**config.mk**
```make
export PLATFORM = sky130hd
export DESIGN_NAME = game_select_ctrl
export DESIGN_NICKNAME = d
export VERILOG_FILES = /design/src/rtl/game_cfg_pkg.sv /design/src/rtl/game_select_ctrl.sv
export SDC_FILE = /design/constraint.sdc
export NUM_CORES = 1
export LEC_CHECK = 0
export ABC_AREA = 1
export BUFFER_PORTS_ARGS = -buffer_cell sky130_fd_sc_hd__buf_2
export CORE_MARGIN = 4
export CORE_UTILIZATION = 45
export CTS_CLUSTER_DIAMETER = 40
export CTS_CLUSTER_SIZE = 16
export DETAILED_ROUTE_END_ITERATION = 10
export MAX_ROUTING_LAYER = met4
export PLACE_DENSITY = 0.64
export SYNTH_ARGS = -nofsm -noshare
export SYNTH_HDL_FRONTEND = slang
export SYNTH_SLANG_ARGS = --single-unit
```
**constraint.sdc**
```tcl
create_clock -name clk_pix -period 2.03 [get_ports clk_pix]
set_input_delay 0.1015 -clock clk_pix [delete_from_list [all_inputs] [get_ports clk_pix]]
set_output_delay 0.1015 -clock clk_pix [all_outputs]
set_load 0.02 [all_outputs]
```
**src/rtl/game_cfg_pkg.sv**
```systemverilog
// Shared configuration for the console game selector: FSM states,
// game index constants and default timing values.
package game_cfg_pkg;

  // Selector FSM states.
  typedef enum logic [2:0] {
    ST_IDLE     = 3'd0,
    ST_CHORD    = 3'd1,
    ST_SWITCH   = 3'd2,
    ST_WAIT_REL = 3'd3,
    ST_LOCKOUT  = 3'd4
  } sel_state_t;

  // Default game slot assignments.
  localparam int GAME_PONG   = 0;
  localparam int GAME_SNAKE  = 1;
  localparam int GAME_FLAPPY = 2;
  localparam int GAME_PACMAN = 3;

  // Default sizing: 2 s hold at a 9 MHz pixel clock, four games.
  localparam int HOLD_2S_AT_9MHZ   = 18_000_000;
  localparam int NUM_GAMES_DEFAULT = 4;

  // Advance a game index, wrapping at numGames (need not be a power of two).
  function automatic int wrapInc(input int mode, input int numGames);
    return (mode == numGames - 1) ? 0 : mode + 1;
  endfunction

endpackage

```
**src/rtl/game_select_ctrl.sv**
```systemverilog
// Game-selection controller: a long two-button chord advances the game
// mode, pulses a reset to the new game and hides the gesture from games.
module game_select_ctrl
  import game_cfg_pkg::*;
#(
  parameter int NUM_GAMES   = NUM_GAMES_DEFAULT,
  parameter int MODE_W      = 2,
  parameter int HOLD_CYCLES = HOLD_2S_AT_9MHZ,
  parameter int LOCK_CYCLES = 900_000,
  parameter int CNT_W       = 25
) (
  input  logic                 clk_pix,
  input  logic                 rst_n,
  input  logic                 btn_a,
  input  logic                 btn_b,
  output logic [MODE_W-1:0]    game_mode,
  output logic [NUM_GAMES-1:0] game_active,
  output logic                 mode_changed,
  output logic                 game_reset,
  output logic                 btn_a_out,
  output logic                 btn_b_out
);

  localparam logic [CNT_W-1:0]  HOLD_LAST = CNT_W'(HOLD_CYCLES - 1);
  localparam logic [CNT_W-1:0]  LOCK_LAST = CNT_W'(LOCK_CYCLES - 1);
  localparam logic [MODE_W-1:0] MODE_RST  = MODE_W'(GAME_PONG);

  // Parameter sanity checks, evaluated at elaboration.
  if (NUM_GAMES < 2) begin : gChkGames
    $error("game_select_ctrl: NUM_GAMES must be at least 2");
  end
  if ((longint'(1) << MODE_W) < longint'(NUM_GAMES)) begin : gChkModeW
    $error("game_select_ctrl: MODE_W too narrow for NUM_GAMES");
  end
  if (HOLD_CYCLES < 2) begin : gChkHold
    $error("game_select_ctrl: HOLD_CYCLES must be at least 2");
  end
  if (LOCK_CYCLES < 0) begin : gChkLock
    $error("game_select_ctrl: LOCK_CYCLES must not be negative");
  end
  if ((longint'(HOLD_CYCLES) >= (longint'(1) << CNT_W)) ||
      (longint'(LOCK_CYCLES) >= (longint'(1) << CNT_W))) begin : gChkCntW
    $error("game_select_ctrl: CNT_W too narrow for HOLD_CYCLES/LOCK_CYCLES");
  end

  sel_state_t           r_state, w_stateNext;
  logic [CNT_W-1:0]     r_cnt, w_cntNext;
  logic [MODE_W-1:0]    r_mode, w_modeNext;
  logic [NUM_GAMES-1:0] r_active, w_activeNext;
  logic                 r_pulse, w_pulseNext;
  logic                 r_btnA, w_btnANext;
  logic                 r_btnB, w_btnBNext;
  logic                 w_both, w_any;

  assign w_both = btn_a & btn_b;
  assign w_any  = btn_a | btn_b;

  // Next-state, shared counter, mode and registered-output values.
  // While chording the counter holds the number of consecutive both-held
  // samples, including the IDLE sample that armed the chord.
  always_comb begin
    w_stateNext = r_state;
    w_cntNext   = r_cnt;
    w_modeNext  = r_mode;
    w_pulseNext = 1'b0;
    w_btnANext  = 1'b0;
    w_btnBNext  = 1'b0;
    case (r_state)
      ST_IDLE: begin
        if (w_both) begin
          w_stateNext = ST_CHORD;
          w_cntNext   = CNT_W'(1);
        end else begin
          w_btnANext = btn_a;
          w_btnBNext = btn_b;
          w_cntNext  = '0;
        end
      end
      ST_CHORD: begin
        if (!w_both) begin
          w_stateNext = ST_IDLE;
          w_cntNext   = '0;
        end else if (r_cnt == HOLD_LAST) begin
          w_stateNext = ST_SWITCH;
          w_cntNext   = '0;
        end else begin
          w_cntNext = r_cnt + CNT_W'(1);
        end
      end
      ST_SWITCH: begin
        w_modeNext  = MODE_W'(wrapInc(int'(r_mode), NUM_GAMES));
        w_pulseNext = 1'b1;
        w_stateNext = ST_WAIT_REL;
        w_cntNext   = '0;
      end
      ST_WAIT_REL: begin
        if (!w_any) begin
          w_stateNext = (LOCK_CYCLES == 0) ? ST_IDLE : ST_LOCKOUT;
          w_cntNext   = '0;
        end
      end
      ST_LOCKOUT: begin
        if (w_any) begin
          w_cntNext = '0;
        end else if (r_cnt == LOCK_LAST) begin
          w_stateNext = ST_IDLE;
          w_cntNext   = '0;
        end else begin
          w_cntNext = r_cnt + CNT_W'(1);
        end
      end
      default: begin
        w_stateNext = ST_IDLE;
        w_cntNext   = '0;
      end
    endcase
    w_activeNext = NUM_GAMES'(1) << w_modeNext;
  end

  // State, counter and all outputs registered; reset returns to game 0.
  always_ff @(posedge clk_pix or negedge rst_n) begin
    if (!rst_n) begin
      r_state  <= ST_IDLE;
      r_cnt    <= '0;
      r_mode   <= MODE_RST;
      r_active <= NUM_GAMES'(1) << MODE_RST;
      r_pulse  <= 1'b0;
      r_btnA   <= 1'b0;
      r_btnB   <= 1'b0;
    end else begin
      r_state  <= w_stateNext;
      r_cnt    <= w_cntNext;
      r_mode   <= w_modeNext;
      r_active <= w_activeNext;
      r_pulse  <= w_pulseNext;
      r_btnA   <= w_btnANext;
      r_btnB   <= w_btnBNext;
    end
  end

  assign game_mode    = r_mode;
  assign game_active  = r_active;
  assign mode_changed = r_pulse;
  assign game_reset   = r_pulse;
  assign btn_a_out    = r_btnA;
  assign btn_b_out    = r_btnB;

endmodule

```
Word level (Yosys, flattened, before mapping)
Index checks and enable logic that the tools add are counted.

Add/sub/neg operators: 2. Equality and inequality tests: 12. Shifts and indexed selects: 1. Multiplexer cells: 21. Bitwise operators: 2. Reductions and logical operators: 2.

Operators by type and width (number): $mux W25 (5); $pmux W25 S4 (1); $add A25 B1 Y25 const B (1); $eq A25 B20 Y1 const B (1); $eq A25 B25 Y1 const B (1); $mux W3 (6); $pmux W3 S5 (1); $ne A2 B2 Y1 const B (4); $eq A3 B2 Y1 const B (2); $mux W1 (6); $reduce_and A5 Y1 (1); $mux W2 (2); $shl A1 B2 Y4 const A (1); $eq A3 B1 Y1 const B (1); $eq A3 B3 Y1 const B (1); $logic_not A3 Y1 (1); $ne A3 B3 Y1 const B (1); $add A2 B1 Y2 const B (1); $eq A2 B1 Y1 const B (1); $and A1 B1 Y1 (1); $or A1 B1 Y1 (1).

Flip-flop bits (word level): 37. Input bits: 4. Output and inout bits: 10. Word-level logic and storage cells: 47.

Longest topological paths before layout
Gate-level depths: netlist of the first run.

Depth in word-level cells: 4. Depth in mapped cells: 11. Mapped depth without buffers: 11.

Worst setup path before layout of the first run
Ideal clock, no wire load.

Path type: register -> register. Start: reg r_cnt[0]. End: reg r_cnt[8]. Library setup time: 0.122 ns. Data arrival time: 1.469 ns. Data required time: 1.908 ns. Setup slack: 0.439 ns. Cell stages (with the launch flop): 12. Buffers on the path: 1. Period minus slack after synthesis: 1.591 ns. Cells stage by stage: dfrtp_1 -> ha_1 -> nand2_2 -> nor2_4 -> nand2_4 -> nor2_4 -> nand2_2 -> nand2_4 -> nand2_4 -> nor2_4 -> buf_6 -> nor2_2.

Longest elaborated chain between the ends: 4. Elaborated cells between the ends (all ways): 8. Those cells by class: 1 x add/sub; 2 x eq/ne; 5 x mux.

Ends and longest elaborated chain: from (decl) (line game_select_ctrl.sv:47) `logic [CNT_W-1:0] r_cnt, w_cntNext;`; from (signal assigned) (line game_select_ctrl.sv:132) `r_cnt <= w_cntNext;`; $add A25 B1 Y25 (tied with other cells) (line game_select_ctrl.sv:87, game_select_ctrl.sv:109); $mux W25 (on tied branches) (line game_select_ctrl.sv:105, game_select_ctrl.sv:83); $mux W25 (on tied branches) (line game_select_ctrl.sv:103, game_select_ctrl.sv:80); $pmux W25 S4 (*) (line game_select_ctrl.sv:68) `case (r_state)`.

Mark *: on every way between the ends. The rest lies on a longest branch, timed or not. A chain may end at the register's enable or synchronous reset.

Final worst setup path of the first run
Start: reg r_cnt[1]. End: reg r_cnt[22].

Same word-level chain as after synthesis.

==> results of run 1 <==
[how the worst min path moves through the flow]
stage,from,to,slack [ns]
6_report,btn_a,btn_b_out$_DFF_PN0_,0.03
4_1_cts,btn_b,btn_a_out$_DFF_PN0_,0.03
3_3_place_gp,rst_n,r_cnt[5]$_DFFE_PN0P_,0.25
3_5_place_dp,rst_n,r_cnt[5]$_DFFE_PN0P_,0.26
2_1_floorplan,rst_n,btn_a_out$_DFF_PN0_,-0.19
5_1_grt,btn_b,btn_a_out$_DFF_PN0_,0.04
[cell type report]
| class | count | area, um^2 | share of cell area (%) |
|---|---|---|---|
| repair buffers | 18 | 105 | 3.92 |
| flip-flops and latches | 37 | 927 | 34.6 |
| well taps | 70 | 87.6 | 3.27 |
| clock buffers | 5 | 68.8 | 2.57 |
| inverters | 66 | 248 | 9.24 |
| multi-input cells | 240 | 1180 | 44.0 |
| clock inverters | 3 | 65.1 | 2.43 |
[synth_stat cells]
library cell,n
sky130_fd_sc_hd__nand3_1,21
sky130_fd_sc_hd__dfrtp_1,36
sky130_fd_sc_hd__nor2_1,52
sky130_fd_sc_hd__inv_1,64
sky130_fd_sc_hd__nor2_4,5
sky130_fd_sc_hd__a21oi_1,1
sky130_fd_sc_hd__inv_2,2
sky130_fd_sc_hd__nor3_1,5
sky130_fd_sc_hd__or2_2,1
sky130_fd_sc_hd__xor2_1,6
sky130_fd_sc_hd__o21ai_0,8
sky130_fd_sc_hd__o21bai_1,2
sky130_fd_sc_hd__nor2_2,12
sky130_fd_sc_hd__nand2_4,3
sky130_fd_sc_hd__buf_4,1
sky130_fd_sc_hd__a21o_1,1
sky130_fd_sc_hd__o31ai_1,1
sky130_fd_sc_hd__buf_6,1
sky130_fd_sc_hd__o22ai_1,3
sky130_fd_sc_hd__o211ai_1,1
sky130_fd_sc_hd__nand2_2,3
sky130_fd_sc_hd__buf_2,1
sky130_fd_sc_hd__dfstp_2,1
sky130_fd_sc_hd__nand4_1,17
sky130_fd_sc_hd__ha_1,2
sky130_fd_sc_hd__nand3_2,3
sky130_fd_sc_hd__nand2_1,93
[through the flow]
| stage | hold slack, ns | total power, W | worst slack (ns) | cell area, um^2 |
|---|---|---|---|---|
| floorplan | -0.194 | 0.00143 | 0.439 | 2380 |
| global route | 0.0384 | 0.00255 | 0.0768 | 2680 |
| global placement | 0.252 | 0.00162 | 0.309 | 2540 |
| CTS | 0.0276 | 0.00241 | 0.223 | 2680 |
| finish | 0.0299 | 0.00238 | 0.234 | 2680 |
| detailed placement | 0.256 | 0.00164 | 0.243 | 2540 |
[power by group]
| group | switching, W | total [W] | internal, W |
|---|---|---|---|
| sequential | 0.0000638 | 0.000909 | 0.000845 |
| combinational | 0.000486 | 0.000702 | 0.000217 |
| clock | 0.000282 | 0.000771 | 0.000488 |
[repair_timing]
item,CTS,global route
hold endpoints to repair,36,0
gates resized for setup,0,0
buffers inserted,0,0
hold buffers,1,0
[worst register-to-register path: stages, from the launching register on]
cell	delay [ns]
sky130_fd_sc_hd__dfrtp_1	0.37
sky130_fd_sc_hd__ha_1	0.23
sky130_fd_sc_hd__nand2_2	0.11
sky130_fd_sc_hd__nor2_4	0.16
sky130_fd_sc_hd__nand2_4	0.09
sky130_fd_sc_hd__nor2_4	0.11
sky130_fd_sc_hd__nand2_2	0.07
sky130_fd_sc_hd__nand2_4	0.10
sky130_fd_sc_hd__nand2_4	0.07
sky130_fd_sc_hd__nor2_4	0.07
sky130_fd_sc_hd__buf_4	0.23
sky130_fd_sc_hd__nor2_1	0.07
[cells by family (layout without fill, tap and decap cells)]
| family | after synthesis | count (layout) | synth area share, % |
|---|---|---|---|
| AOI/OAI and AO/OA | 17 | 17 | 4.26 |
| xor gates and xnor gates | 6 | 6 | 2.21 |
| adders and majority gates | 2 | 2 | 1.05 |
| buffers and inverters | 69 | 92 | 11.4 |
| DFF | 37 | 37 | 39.0 |
| and+or+nand+nor | 215 | 215 | 42.1 |
[registers in the layout, indices dropped and copies added, names as in the netlist]
name,flops
btn_a_out,1
btn_b_out,1
game_active,4
game_mode,2
game_reset,1
r_cnt,25
r_state,3
[layer usage]
metal / routed length [um] / GRT usage, % / vias up
met1: 2600 / 26.3 / 969
li1: - / - / 1108
met3: 266 / 3.48 / 8
met2: 2450 / 29.5 / 59
met5: 0 / - / -
met4: 72 / 5.91 / 0
==> results.md, run 1 <==
- The via count is around 2100.
- The worst endpoint required time is approximately 2.2 ns.
- The flow ran to the end, and the final reports show no timing, DRC or antenna violations.
- The reg2reg setup slack is ~0.23 ns.
- The finished layout holds between 400 and 500 standard cells, fillers aside.
- In this run the remaining antenna-violating nets after routing total 0.
- Setup repair after global routing left no endpoint under its margin.
- The largest incremental delay on the critical path is about 0.37 ns.
- The number of antenna violations at the first check in global routing is 0.
- The overall global routing resource usage is roughly a fifth.
- The die is roughly 81 um tall.
- The count of cells along the worst hold path is 2.
- IR analysis of the VDD net gives a maximum drop of 0.000615 V.
- After synthesis the cells add up to 2380 um^2.
- The worst register-to-register path begins at r_cnt[1]$_DFFE_PN0P_.
- The fraction of layout instances using a drive strength above 1 is around 15%.
- The most critical setup path has its startpoint at r_cnt[1]$_DFFE_PN0P_.
- The via count of the first global-routing pass is approximately 2100.
- The maximum fanout along the worst path is 11.
- The number of antenna diodes in the final layout is 0.
- The first global-routing pass estimated between 9000 and 10000 um of wire.
- The most area-hungry cell type in the Yosys netlist is sky130_fd_sc_hd__dfrtp_1.
- The count of different cell masters after synthesis is 27.
- The type of the worst setup path is reg2reg.
- In the synthesized netlist, the number of instances is around 350.
- TritonCTS created 5 clock buffers.
- The horizontal extent of the die is slightly above 80 um.
- The via density per instance is 4.88.
- The hold violation total from the final report is 0.
- The root cell of the clock tree is sky130_fd_sc_hd__clkbuf_8.
- Power spread over the standard cell area amounts to ~900 nW/um^2.
- The tool flagged a number of max-cap violations equal to 0.
- The clock net in this run drives a total of 37 sinks.
- The min-delay analysis places its worst path in the category in2reg.
- For the final database, setup skew stands at ~0.0056 ns.
- The final layout contains around 370 nets.
- The logic depth of the worst path, buffers included is 11.
- The sequential fraction of the synthesis area is around two fifths.
- The CTS tree is yes.
- The max-slew violation total from the final report is 0.
- Of the available clock period, the critical path in the final layout requires roughly nine tenths.
- The number of design rule violations left after detail routing is 0.
- When the netlist entered floorplanning its net count stood at around 350.
- The placeable core area is 5110 um^2.
- The worst-path cell with the longest stage delay is sky130_fd_sc_hd__dfrtp_1.
- The fraction of post-synthesis cell area in the top cell type by area is between 30% and 40%.
- The data arrival time at the worst-slack endpoint is 1.98 ns.
- The fraction of the core area covered by cells at the end of the flow is a little over half.
- The starting DRC count in detailed routing is 127.
- The worst max-slew margin expressed relative to the limit is between 40% and 50%.
- In this run, synthesis produced a sequential element count of 37.
- The signal on the critical path passes through ha_1 > nand2_2 > nor2_4 > nand2_4 > nor2_4 > nand2_2 > nand2_4 > nand2_4 > nor2_4 > buf_4 > nor2_1.
- The maximum clock rate is around 560 MHz.
- The total placed cells including tap cells is between 400 and 500.
- The number of warnings printed during yosys synthesis is 0.
- The clock latency of the later-clocked register in the worst-skew pair is 0.29 ns.
- The number of buffer and inverter instances along the worst setup path is 1.
- The floorplan step defined a die boundary enclosing roughly 6500 um^2.
- In the final routed layout, each cell accounts on average for roughly 12 um.
- The terminus of the critical flop-to-flop path is r_cnt[22]$_DFFE_PN0P_.
- The initial cell density of the core is roughly 47%.
- The most critical setup path has its endpoint at r_cnt[22]$_DFFE_PN0P_.
- For the finished layout, the period the worst path requires is about 1.8 ns.
- 14 I/O pins were placed.
- The cell depth of the worst flop-to-flop path is 11.
- At the end of routability-driven placement, the weighted congestion stood at 0.884.
- The worst setup path is launched from a flip-flop.
- At the pin with the least slew margin, the transition time is a little over 0.8 ns.
- The setup violation total in the final timing report is 0.
- Summed over all failing endpoints, the final setup total negative slack is 0 ns.
- After detailed routing, the total wire length is roughly 5400 um.
- The number of rows created at floorplan is 26.
- In this run the mean area of a mapped cell was roughly 6.9 um^2.
- Entering global routing, the biggest net connects 38 pins.
- The cell family contributing the most delay on the critical path is simple AND/OR/NAND/NOR gates.
- The leakage power is 1.41 nW.
- The number of filler cells placed in the layout is 529.
- The number of H-tree levels is 2.
- The detailed-router iteration count before antenna repair is 4.
- STA classifies the critical path endpoint as a flip-flop.
- The maximum count of clock buffers along a single path is 2.
- The signed area change from the synthesized netlist to the final layout is 12.7%.
- After global routing the overflow that remains totals 0.
- In the layout the commonest cells are sky130_fd_sc_hd__nand2_1 (93), sky130_fd_sc_hd__inv_1 (64), sky130_fd_sc_hd__nor2_1 (52).
- Buffers placed on the I/O ports in this run total 13.
- The half-perimeter wire length after placement is 4120 um.
- By area the synthesized netlist is led by sky130_fd_sc_hd__dfrtp_1 (38%), sky130_fd_sc_hd__nand2_1 (15%), sky130_fd_sc_hd__inv_1 (10%).
- Leaving out fill and tap cells, the most frequent cell in the layout is sky130_fd_sc_hd__nand2_1.
- The clock slew seen by the registers of the worst setup and hold paths is 0.08 ns.
(Power assumes the default switching activity.)
==> inputs of run 2 (changes only) <==
--- a/config.mk
+++ b/config.mk
@@ -14,6 +14,7 @@
 export DETAILED_ROUTE_END_ITERATION = 10
 export MAX_ROUTING_LAYER = met4
 export PLACE_DENSITY = 0.64
+export REMOVE_ABC_BUFFERS = 1
 export SYNTH_ARGS = -nofsm -noshare
 export SYNTH_HDL_FRONTEND = slang
 export SYNTH_SLANG_ARGS = --single-unit
==> results.md, run 2 (same netlist as run 1, synthesis figures left out) <==
- The net switching component of the power is between 0.0008 and 0.0009 W.
- The mean routed wirelength per cell is 12.2 um.
- Routability-driven placement finished with a final weighted congestion of 0.964.
- The terminus of the critical flop-to-flop path is r_cnt[3]$_DFFE_PN0P_.
- The proportion of power drawn by flip-flops and latches is between 40% and 50%.
- The final layout contains 375 nets.
- The final routed wirelength across all metal layers is roughly 5400 um.
- The worst setup path is captured at a flip-flop.
- Setup slack closes at roughly 0.28 ns.
- Across the routed clock network, the largest skew measured is around 0.0042 ns.
- The number of filler cells placed in the layout is approximately 550.
- The area of the die is 6510 um^2.
- The cell depth of the worst flop-to-flop path is 11.
- Cells with a size suffix above 1 make up 15.1% of the layout.
- The clock slew seen by the registers of the worst setup and hold paths is 0.08 ns.
- Clock tree synthesis inserted a total of 5 buffers.
- The signed area change from the synthesized netlist to the final layout is 11.6%.
- The final sum of negative setup slack is 0 ns.
- The overall overflow remaining after global route is 0.
- The post-layout minimum cycle time is ~1.8 ns.
- The number of antenna violations at the first check in global routing is 0.
- Summing internal, switching and leakage power gives between 0.002 and 0.0025 W.
- The first-pass GRT wire length is between 9000 and 10000 um.
- For this run, design rule violations remaining after detail routing come to 0.
- The worst max-slew margin expressed relative to the limit is a little over two fifths.
- The H-tree generated during clock tree synthesis spans 2 levels.
- The type of the tightest min-delay check is in2reg.
- The hold violation total from the final report came to 0.
- Clock latency on the worst-skew pair, taken at its later pin, is slightly below 0.3 ns.
- The via density per instance is between 4 and 5.
- Of the total power, the share spent switching nets is roughly two fifths.
- Hold timing on the final database bottoms out at a slack of 0.0282 ns.
- The quantity of I/O buffers inserted on ports is 13.
- The number of flip-flops under the largest register name is 25.
- At the pin with the least slew margin, the transition time is 0.850 ns.
- Setup slack on the worst reg-to-reg path comes out at 0.28 ns.
- 14 I/O pins were placed.
- The max-slew violation total from the final report is 0.
- For this block, the initial DRC count from the detailed router was approximately 110.
- The data arrival time at the worst-slack endpoint is between 1.5 and 2 ns.
- The CTS tree is yes.
- The maximum fanout along the worst path is 6.
- The max-cap violation count is 0.
- The run finished with clean final reports.
- The via count of the first global-routing pass is 2086.
- CTS placed an instance of sky130_fd_sc_hd__clkbuf_8 at the clock tree root.
- The clock sink count is 37.
- The share of total power in the clock network is 23.9%.
- Based on the critical path, the design can be clocked at up to between 500 and 600 MHz.
- The register with the most flip-flops is r_cnt.
- The maximum count of clock buffers along a single path is 2.
- The share of power burned in combinational logic is about a third.
- For this design the static power due to leakage is about 1.4 nW.
- The initial cell density of the core is a little under half.
- The number of rows created at floorplan is 26.
- VDD sags by at most 0.000745 V.
- In this run the critical register-to-register path is launched from r_cnt[1]$_DFFE_PN0P_.
- Before CTS, the worst setup slack after placement is between 0.15 and 0.2 ns.
- The power density over cell area is roughly 820 nW/um^2.
- The detailed-router iteration count before antenna repair is 4.
- Leaving out fill and tap cells, the most frequent cell in the layout is sky130_fd_sc_hd__nand2_1.
- Entering global routing, the biggest net connects 38 pins.
- The capturing instance or port of the critical path is r_cnt[3]$_DFFE_PN0P_.
- 0 antenna diodes ended up in the layout.
- Data on the critical path is required at its endpoint by about 2.2 ns.
- In the layout the commonest cells are sky130_fd_sc_hd__nand2_1 (93), sky130_fd_sc_hd__inv_1 (64), sky130_fd_sc_hd__nor2_1 (52).
- The setup violation total in the final timing report is 0.
- The core region is approximately 5100 um^2.
- The most critical setup path has its startpoint at r_cnt[1]$_DFFE_PN0P_.
- The horizontal extent of the die is 80.7 um.
- The via count is ~2100.
- The post-route clock period utilization is about 86%.
- The HPWL after detailed placement is between 4000 and 5000 um.
- The kind of start point of the critical path is a flip-flop.
- The post-cts gate resize count is 0.
- For this run, the total global-route usage over all layers was measured as about a fifth.
- Once detail routing completed, the nets flagged for antenna violations numbered 0.
- The y dimension of the die is 80.7 um.
- The critical path is of the reg2reg type.
- The internal cell power is around 0.0013 W.
- Setup repair after global routing left no endpoint under its margin.
-- run 2: per-stage QoR --
step	instances	util [%]	area, um^2
after global placement	429	49.5	2530
after global routing	440	52.0	2650
after detailed placement	429	49.5	2530
after floorplan	343	-	2350
final	440	52.0	2650
after CTS	438	51.4	2630
-- run 2: worst min-delay path by stage --
stage,startpoint,to,slack [ns],cells after the start
finish,btn_b,btn_a_out$_DFF_PN0_,0.03,2
floorplan,rst_n,btn_a_out$_DFF_PN0_,-0.19,0
detailed placement,rst_n,r_cnt[11]$_DFFE_PN0P_,0.27,1
global route,btn_b,btn_a_out$_DFF_PN0_,0.03,2
CTS,btn_b,btn_a_out$_DFF_PN0_,0.02,2
global placement,rst_n,r_cnt[11]$_DFFE_PN0P_,0.26,1
-- run 2: power by group through the flow --
stage | Clock (W) | Combinational [W] | Sequential [W]
detailed placement | 0 | 0.000694 | 0.000924
global placement | 0 | 0.000686 | 0.000922
finish | 0.000516 | 0.000737 | 0.000910
global route | 0.000576 | 0.000844 | 0.000933
floorplan | 0 | 0.000401 | 0.00101
CTS | 0.000534 | 0.000697 | 0.000909
-- run 2: area by class of cell --
type                       instances  area, um^2  share of cell area [%]
clock buffer                       5        68.8                    2.59
tap                               70        87.6                    3.30
clock inverter                     3        17.5                   0.660
timing repair buffer              19         125                    4.71
inverter                          66         248                    9.34
multi-input combinational        240        1180                    44.5
sequential                        37         927                    34.9
-- run 2: worst max-delay path, cell delays in order (launching register included) --
cell	delay [ns]
sky130_fd_sc_hd__dfrtp_1	0.38
sky130_fd_sc_hd__ha_1	0.23
sky130_fd_sc_hd__nand2_2	0.10
sky130_fd_sc_hd__nor2_4	0.16
sky130_fd_sc_hd__nand2_4	0.09
sky130_fd_sc_hd__nor2_4	0.11
sky130_fd_sc_hd__nand2_2	0.08
sky130_fd_sc_hd__nand2_4	0.10
sky130_fd_sc_hd__nand2_4	0.07
sky130_fd_sc_hd__nor2_4	0.14
sky130_fd_sc_hd__buf_4	0.15
sky130_fd_sc_hd__nor2_2	0.03
-- run 2: timing repair --
action	4_1_cts	5_1_grt
setup buffers	0	2
hold buffers	1	0
endpoints found under the setup margin	0	1
endpoints found under the hold margin	36	0
-- run 2: per-layer routing --
metal	global-route usage (%)	share of wire [%]	vias to the layer above
li1	-	-	1104
met1	24.1	47	987
met2	32.7	49	38
met3	3.48	3.2	9
met4	4.90	1.3	0
met5	-	0	-
==> inputs of run 3 (changes only) <==
--- a/config.mk
+++ b/config.mk
@@ -18,3 +18,4 @@
 export SYNTH_ARGS = -nofsm -noshare
 export SYNTH_HDL_FRONTEND = slang
 export SYNTH_SLANG_ARGS = --single-unit
+export TNS_END_PERCENT = 100
==> constraint.sdc (replaced) <==
create_clock -name clk_pix -period 2 [get_ports clk_pix]
set_input_delay 0.1 -clock clk_pix [delete_from_list [all_inputs] [get_ports clk_pix]]
set_output_delay 0.1 -clock clk_pix [all_outputs]
set_load 0.02 [all_outputs]
==> results.md, run 3 (same netlist as run 1, synthesis figures left out) <==
- Entering global routing, the biggest net connects 38 pins.
- The most frequent standard cell in the layout excluding fill and tap cells is sky130_fd_sc_hd__nand2_1.
- The worst IR drop on VDD is approximately 0.00065 V.
- The congestion estimate from routability-driven global placement came to between 0.9 and 1.
- The total overflow left after global routing is 0.
- The final critical path takes up between 80% and 90% of the cycle.
- By startpoint and endpoint, the worst setup path is classified as reg2reg.
- For this design the static power due to leakage is approximately 1.4 nW.
- The max-cap violation count is 0.
- At the worst endpoint, the required time is between 2 and 2.5 ns.
- The worst-margin pin slew is ~0.83 ns.
- In the final routed layout, each cell accounts on average for about 12 um.
- The clock latency of the later-clocked register in the worst-skew pair is between 0.2 and 0.3 ns.
- The finished cells cover about 2700 um^2.
- The number of rows created at floorplan is 26.
- In the layout the commonest cells are sky130_fd_sc_hd__nand2_1 (93), sky130_fd_sc_hd__inv_1 (64), sky130_fd_sc_hd__nor2_1 (52).
- The number of buffers created by CTS is 5.
- The maximum count of clock buffers along a single path is 2.
- The root cell of the clock tree is sky130_fd_sc_hd__clkbuf_8.
- The detail route stage leaves a number of antenna-violating nets equal to 0.
- The total placed cells including tap cells is about 430.
- The routed layout has 2133 vias.
- The die covers 6510 um^2.
- The first-pass GRT wire length is roughly 9500 um.
- The final sum of negative setup slack is 0 ns.
- The worst hold slack across all endpoints is about 0.034 ns.
- More flip-flops sit in one register than any other, and that register is r_cnt.
- The number of H-tree levels is 2.
- The pre-antenna-repair detailed-routing pass consisted of 4 iterations.
- The post-route non-filler standard cell count is ~440.
- The horizontal extent of the die is 80.7 um.
- The placeable core area is between 5000 and 6000 um^2.
- The min-delay analysis places its worst path in the category in2reg.
- The final routed wirelength across all metal layers is ~5500 um.
- The placed cell area is 2530 um^2.
- The half-perimeter wire length after placement is approximately 4200 um.
- Measured against its own limit, the worst slew margin works out to 44.5%.
- The detailed router finished its first iteration with 129 violations.
- The layout has around 520 filler cells.
- For flop-to-flop paths, the worst setup slack is between 0.2 and 0.25 ns.
- Along the worst path, the maximum fanout reaches 10.
- The initial cell density of the core is a little under half.
- In this run the worst setup path terminates at r_cnt[21]$_DFFE_PN0P_.
- The cell depth of the worst flop-to-flop path is 10.
- The number of antenna violations at the first check in global routing is 0.
- STA classifies the critical path startpoint as a flip-flop.
- The critical path launch point is r_cnt[0]$_DFFE_PN0P_.
- The flow ran to the end, and the final reports show no timing, DRC or antenna violations.
- For this run, the slowest stage of the critical path takes 0.37 ns.
- The setup violation total in the final timing report is 0.
- TritonCTS built the clock tree.
- The family of cells with the greatest summed delay on the critical path is simple AND/OR/NAND/NOR gates.
- The number of buffer and inverter instances along the worst setup path is 1.
- The via density per instance is 4.86.
- The fraction of layout instances using a drive strength above 1 is 14.9%.
- The critical path goes through ha_1 > nand2_2 > nor2_4 > nand2_1 > nor2_1 > nand2_1 > nand3_2 > nand3_2 > nand2_1 > inv_1.
- The quantity of I/O buffers inserted on ports is 13.
- Clock-pin slew was measured on the worst setup and hold paths at approximately 0.070 ns.
- The worst reg2reg path startpoint is r_cnt[0]$_DFFE_PN0P_.
- The critical path runs through a total of 10 cells.
- In this run the critical register-to-register path is captured at r_cnt[21]$_DFFE_PN0P_.
- The max-slew violation total from the final report is 0.
- The worst-path cell with the longest stage delay is sky130_fd_sc_hd__dfrtp_1.
- The power density over cell area is between 800 and 900 nW/um^2.
- The pre-CTS setup slack is approximately 0.14 ns.
- The hold violation total from the final report is 0.
- The final net count is about 370.
- The worst setup path is captured at a flip-flop.
- Once routing completed, OpenROAD measured the worst setup slack at 0.230 ns.
- For this run, design rule violations remaining after detail routing come to 0.
- Clock skew on the completed layout was measured at about 0.0062 ns.
- Static timing analysis puts the maximum clock frequency at approximately 570 MHz.
- For this run, the total global-route usage over all layers was measured as between 10% and 20%.
- In this design, the critical path's most frequently occurring cell is sky130_fd_sc_hd__nand2_1.
- The post-layout minimum cycle time is between 1.5 and 2 ns.
- For this design the top-level I/O count stands at 14.
- The number of flip-flops under the largest register name is 25.
- The via count of the first global-routing pass was 2069.
- The floorplan step set the die height to slightly above 80 um.
- The total inserted antenna cells is 0.
- The clock drives 37 sinks.
- From synthesis to final layout, the design area changed by 11.9%.
- The data arrival time at the worst-slack endpoint is about 2.0 ns.
## run 3: cell count changes in the layout (fill, tap and decap cells not counted)
cell	previous run	this run
sky130_fd_sc_hd__buf_4	4	3
sky130_fd_sc_hd__clkbuf_8	5	7
sky130_fd_sc_hd__clkinv_2	2	1
sky130_fd_sc_hd__clkinvlp_4	1	0
## run 3: area by class of cell
cell class                 count  area (um^2)  area share, %
clock buffer                   7         96.3           3.62
clock inverter                 1         5.00          0.188
inverter                      66          248           9.31
multi-input combinational    240         1180           44.3
sequential                    37          927           34.8
tap                           70         87.6           3.29
timing repair buffer          18          118           4.42
## run 3: report_power, final
part / internal [W] / switching (W)
logic: 0.000242 / 0.000503
clock network: 0.000311 / 0.000263
registers: 0.000859 / 0.0000658
## run 3: worst min-delay path by stage
stage               startpoint               endpoint  slack, ns  depth (start not counted)
finish                   btn_b    btn_a_out$_DFF_PN0_       0.03                          2
global placement         rst_n  r_cnt[11]$_DFFE_PN0P_       0.25                          1
CTS                      btn_b    btn_a_out$_DFF_PN0_       0.02                          2
floorplan                rst_n    btn_a_out$_DFF_PN0_      -0.20                          0
global route             btn_b    btn_a_out$_DFF_PN0_       0.04                          2
detailed placement       rst_n  r_cnt[11]$_DFFE_PN0P_       0.26                          1
## run 3: stage by stage
stage	total power (W)	utilization [%]
3_5_place_dp	0.00165	49.5
2_1_floorplan	0.00143	-
4_1_cts	0.00224	51.7
3_3_place_gp	0.00163	49.5
6_report	0.00224	52.1
5_1_grt	0.00243	52.1
## run 3: per-layer routing
metal  track usage, %  part of all wire [%]
met2             32.9                    48
met5                -                     0
met4             4.90                   1.2
met1             23.8                    47
met3             3.59                   3.9
## run 3: what timing repair did
action,CTS,global route
endpoints found under the setup margin,0,2
hold endpoints to repair,36,0
gates resized for setup,0,0
hold buffers,1,0
buffers inserted,0,1
